[src/rtl/percept_seq.sv]
// percept_seq
//   Serial sequencer in front of the perceptron serial multiply-accumulate
//   datapath. Accepts (data, weight) pairs, shifts them into the datapath,
//   issues MUL for the first pair of a dot product and MUL_ADD for the rest,
//   then reads the 4*SIZE-bit accumulator back serially after the last pair.
//
// Ports
//   clk        rising-edge clock, shared with the datapath
//   rst        asynchronous active-high reset
//   in_valid   input pair valid
//   in_ready   sequencer accepts a pair this cycle (registered)
//   in_x       data operand, unsigned
//   in_w       weight operand, unsigned
//   in_last    pair closes the dot product; triggers readout
//   opcode     registered 3-bit opcode to the datapath
//   rx         registered serial bit to the datapath
//   tx         serial bit from the datapath (accumulator MSB during OUT_RES)
//   res_valid  res_data holds a completed dot product (registered)
//   res_ready  consumer accepts the result
//   res_data   dot-product result, mod 2^(4*SIZE)

module percept_seq #(
  parameter int SIZE = 32
) (
  input  logic                clk,
  input  logic                rst,
  input  logic                in_valid,
  output logic                in_ready,
  input  logic [SIZE-1:0]     in_x,
  input  logic [SIZE-1:0]     in_w,
  input  logic                in_last,
  output logic [2:0]          opcode,
  output logic                rx,
  input  logic                tx,
  output logic                res_valid,
  input  logic                res_ready,
  output logic [4*SIZE-1:0]   res_data
);

  localparam int CNT_W = $clog2(4 * SIZE);
  localparam logic [CNT_W-1:0] LOAD_END = CNT_W'(2 * SIZE - 1);
  localparam logic [CNT_W-1:0] READ_END = CNT_W'(4 * SIZE - 1);

  // Datapath opcode encoding. OUT_DATA1, OUT_DATA2 and LOAD_RES exist in the
  // datapath but are never issued by this sequencer.
  typedef enum logic [2:0] {
    OP_OUT_DATA1 = 3'd0,
    OP_OUT_DATA2 = 3'd1,
    OP_OUT_RES   = 3'd2,
    OP_LOAD      = 3'd3,
    OP_LOAD_RES  = 3'd4,
    OP_MUL       = 3'd5,
    OP_MUL_ADD   = 3'd6,
    OP_NO_OP     = 3'd7
  } op_e;

  typedef enum logic [2:0] {
    S_IDLE,
    S_LOAD,
    S_MAC,
    S_READ,
    S_DONE
  } state_e;

  state_e                state;
  logic [2*SIZE-1:0]     shift_reg;   // {w, x}, shifted out MSB-first
  logic                  last_q;
  logic                  first;       // next MAC starts a new dot product
  logic [CNT_W-1:0]      cnt;

  // All outputs are computed one cycle ahead so they leave the block straight
  // from flops; tx is only consumed while the registered opcode is OUT_RES,
  // which keeps the loop through the datapath broken by a register.
  // NOTE: sequential state uses non-blocking assignments so every register in
  // this block samples the pre-edge values of the others.
  always_ff @(posedge clk or posedge rst) begin
    if (rst) begin
      state     <= S_IDLE;
      shift_reg <= '0;
      last_q    <= 1'b0;
      first     <= 1'b1;
      cnt       <= '0;
      opcode    <= OP_NO_OP;
      rx        <= 1'b0;
      in_ready  <= 1'b1;
      res_valid <= 1'b0;
      res_data  <= '0;
    end else begin
      case (state)
        S_IDLE: begin
          // in_ready is high throughout IDLE, so in_valid alone is a transfer.
          if (in_valid) begin
            shift_reg <= {in_w, in_x};
            last_q    <= in_last;
            cnt       <= '0;
            rx        <= in_w[SIZE-1];
            opcode    <= OP_LOAD;
            in_ready  <= 1'b0;
            state     <= S_LOAD;
          end
        end

        S_LOAD: begin
          // rx for the next cycle is the bit that becomes the MSB after this shift.
          shift_reg <= shift_reg << 1;
          rx        <= shift_reg[2*SIZE-2];
          cnt       <= cnt + 1'b1;
          if (cnt == LOAD_END) begin
            cnt    <= '0;
            rx     <= 1'b0;
            opcode <= first ? OP_MUL : OP_MUL_ADD;
            state  <= S_MAC;
          end
        end

        S_MAC: begin
          // Clearing first and re-arming it on the last pair collapse to this.
          first <= last_q;
          if (last_q) begin
            cnt    <= '0;
            opcode <= OP_OUT_RES;
            state  <= S_READ;
          end else begin
            opcode   <= OP_NO_OP;
            in_ready <= 1'b1;
            state    <= S_IDLE;
          end
        end

        S_READ: begin
          // The full 4*SIZE shifts overwrite whatever res_data held before.
          res_data <= {res_data[4*SIZE-2:0], tx};
          cnt      <= cnt + 1'b1;
          if (cnt == READ_END) begin
            cnt       <= '0;
            opcode    <= OP_NO_OP;
            res_valid <= 1'b1;
            state     <= S_DONE;
          end
        end

        S_DONE: begin
          if (res_ready) begin
            res_valid <= 1'b0;
            in_ready  <= 1'b1;
            state     <= S_IDLE;
          end
        end

        default: begin
          state    <= S_IDLE;
          opcode   <= OP_NO_OP;
          rx       <= 1'b0;
          in_ready <= 1'b1;
        end
      endcase
    end
  end

endmodule

[config.mk]
export PLATFORM = sky130hd
export DESIGN_NAME = percept_seq
export DESIGN_NICKNAME = d
export VERILOG_FILES = /design/src/rtl/percept_seq.sv
export SDC_FILE = /design/constraint.sdc
export NUM_CORES = 1
export LEC_CHECK = 0
export BUFFER_PORTS_ARGS = -buffer_cell sky130_fd_sc_hd__clkbuf_2
export CORE_ASPECT_RATIO = 1.5
export CORE_MARGIN = 2
export CORE_UTILIZATION = 54
export CTS_CLUSTER_SIZE = 12
export DETAILED_ROUTE_END_ITERATION = 8
export PLACE_DENSITY = 0.79
export SLEW_MARGIN = 20
export SYNTH_ARGS = -nofsm -noshare
export SYNTH_HDL_FRONTEND = slang
export SYNTH_SLANG_ARGS = --single-unit
[constraint.sdc]
create_clock -name clk -period 9.63 [get_ports clk]
set_input_delay 1.4445 -clock clk [delete_from_list [all_inputs] [get_ports clk]]
set_output_delay 1.4445 -clock clk [all_outputs]
set_load 0.05 [all_outputs]
==> flow_summary.toml <==
[power]
power_uw = 2751
leakagePower_uw = 0.005659
power_density_mw_per_mm2 = 255.5
max-vdd-ir-drop_mv = 0.1861

[detailed_routing]
drtAntennaViolNets = 0
via_count = 5684
drt_wl_total_um = 18380
remaining_drc_errors = 0
wl_per_cell_um = 17.32
drt_first_pass_iters = 4
drtIter0Drc = 306
vias_per_cell = 5.357

[timing]
hold_viol = 0
min_period_ps = 2846
worst_pin_slew_ps = 1097
report.final.slew_viol_count = 0
skew_ps = 12.35
fmax_mhz = 351.4
holdWs_ps = 476.1
grt_setup_unrepaired = "no"
period_share_pct = 29.55
relSlewSlack_pct = 26.89
finalSetupViolCount = 0
tns_ps = 0

[yosys]
synth-seq-cells = 209
netlist_area_mm2 = 0.009114
synth_nets = 721
synth_cell_type_count = 41
syn_inst = 650
ys_seq_area_share_pct = 57.45
syn-mean-instance-area_um2 = 14.02
yosys_warnings = 0

[worst_setup_path]
crit_arrival_ps = 3220
cp-end-kind = "flop"
crit_fanout = 84
cp-start-kind = "flop"
required_ps = 10010
path_class = "reg2reg"

[placement]
io_buffers = 203
place_congestion = 0.8077
dpl.hpwl_um = 11890
dpl.cell_count = 1029

[clock_network]
cts_root_buf = "clkbuf_16"
cts_resized = 0
htree_levels = 1
cts_setup_buffers = 0
clk_path_buf_depth = 3
cts_buffers = 22
cts_hold_buf = 0
clock_latency_ps = 490
clk_pin_slew_ps = 60
cts_sinks = 209
cts_tree = "built"

[layout]
antenna_cells = 0
layout.nets = 914
final_cells = 1061
drive_gt1_share_pct = 44.18
area_delta_synth_final_pct = 18.14
largest_register_ff_count = 128

[floorplanning]
die_w_um = 110.1
die_h_um = 163.1
io_pins = 204
coreArea_mm2 = 0.01662
die_area_mm2 = 0.01795
initial_core_util_pct = 54.84
num_rows = 58

[status]
outcome = "finished, final reports clean"

[global_route]
grt_antenna_before_repair = 0
grt_pass1_vias = 5864
grt_use_total_pct = 20.53
grt_overflow = 0
grt_max_degree = 129
grt_pass1_wl_um = 29660

[run]
drv_cap = 0

[hold_path]
hold_class = "reg2reg"
==> final timing paths <==
check                                    from            end  slack (ps)  depth (start not counted)
worst min-delay path            shift_reg[37]  shift_reg[38]         480                          2
worst max-delay path                 state[2]   res_data[48]        6780                          4
max in group asynchronous                 rst  shift_reg[13]        7210                          3
worst max register to register       state[2]   res_data[48]        6780                          4
worst min register to register  shift_reg[37]  shift_reg[38]         480                          2
min in group asynchronous                 rst  res_data[125]        1150                          2
==> synthesized netlist by cell type, drive strengths merged <==
cell / number / area share (%)
dfrtp: 204 / 56
mux2: 129 / 20
nand2: 74 / 3.1
o21ai: 72 / 4.0
mux2i: 63 / 6.9
buf: 29 / 3.1
clkbuf: 9 / 0.38
nand3: 9 / 0.49
nor2: 8 / 0.41
a21oi: 7 / 0.38
dfstp: 5 / 1.4
nand2b: 5 / 0.34
a21o: 4 / 0.33
inv: 4 / 0.16
a22o: 3 / 0.29
o31a: 3 / 0.29
a31oi: 2 / 0.14
nor3: 2 / 0.23
nor4: 2 / 0.14
o22ai: 2 / 0.14
or2: 2 / 0.14
or3: 2 / 0.14
a2bb2oi: 1 / 0.096
a32o: 1 / 0.11
a32oi: 1 / 0.096
and2b: 1 / 0.082
and3: 1 / 0.069
ha: 1 / 0.14
o211ai: 1 / 0.082
o32a: 1 / 0.11
o41ai: 1 / 0.18
xor2: 1 / 0.096
==> through the flow <==
stage | setup WS (ps) | util, % | cell area, um^2
global placement | 6337 | 60.93 | 10130
finish | 6784 | 64.79 | 10770
floorplan | 2485 | - | 9114
CTS | 6792 | 64.76 | 10760
global route | 6661 | 64.79 | 10770
detailed placement | 6289 | 60.93 | 10130
==> worst max-delay path, stage by stage (launching register included) <==
cell and delay (ps):
dfrtp_1 580, and2b_1 330, nand2_8 560, buf_4 780
mux2_4 360
==> layout make-up <==
class,instances,area (um^2)
clock inverters,3,30.03
flip-flops and latches,209,5236
inverters,4,22.52
repair buffers,207,1050
multi-input cells,399,3558
fillers,1289,5852
clock buffers,29,606.8
well taps,210,262.8
==> per-layer routing <==
layer  part of all wire [%]  GRT usage [%]  wire [um]
met4                    3.2          7.307        592
met1                     40          25.89       7427
met3                    5.3          3.711        966
met5                      0              0          0
met2                     51          35.05       9392
==> cell usage in the layout (no fill, tap or decap), drive strengths merged, types with 2 or more instances in the layout <==
| cell | Yosys | routed |
|---|---|---|
| a21o | 4 | 4 |
| o31a | 3 | 3 |
| or3 | 2 | 2 |
| nand2 | 74 | 74 |
| o21ai | 72 | 72 |
| nand2b | 5 | 5 |
| or2 | 2 | 2 |
| o22ai | 2 | 2 |
| a22o | 3 | 3 |
| nand3 | 9 | 9 |
| nor3 | 2 | 2 |
| a21oi | 7 | 7 |
| dfstp | 5 | 5 |
| mux2i | 63 | 63 |
| clkbuf | 9 | 232 |
| nor4 | 2 | 2 |
| dfrtp | 204 | 204 |
| nor2 | 8 | 8 |
| buf | 29 | 4 |
| inv | 4 | 4 |
| clkinv | 0 | 3 |
| a31oi | 2 | 2 |
| mux2 | 129 | 129 |
==> power breakdown <==
part           internal, uW  total, uW  switching, uW
clock                   438        765            326
combinational           316        805            488
sequential             1060       1180            121
==> kinds of logic (layout without fill, tap and decap cells) <==
family | count (synthesis) | after routing | synth area share [%]
flip-flops | 209 | 209 | 57.45
multiplexers | 192 | 192 | 27.35
AND/OR/NAND/NOR | 106 | 106 | 5.121
AO/OA/AOI/OAI | 99 | 99 | 6.192
buffers and inverters | 42 | 243 | 3.652
adder cells (fa/ha/maj) | 1 | 1 | 0.1373
XOR/XNOR | 1 | 1 | 0.09612
No activity file was read; power rests on OpenSTA's default activity.
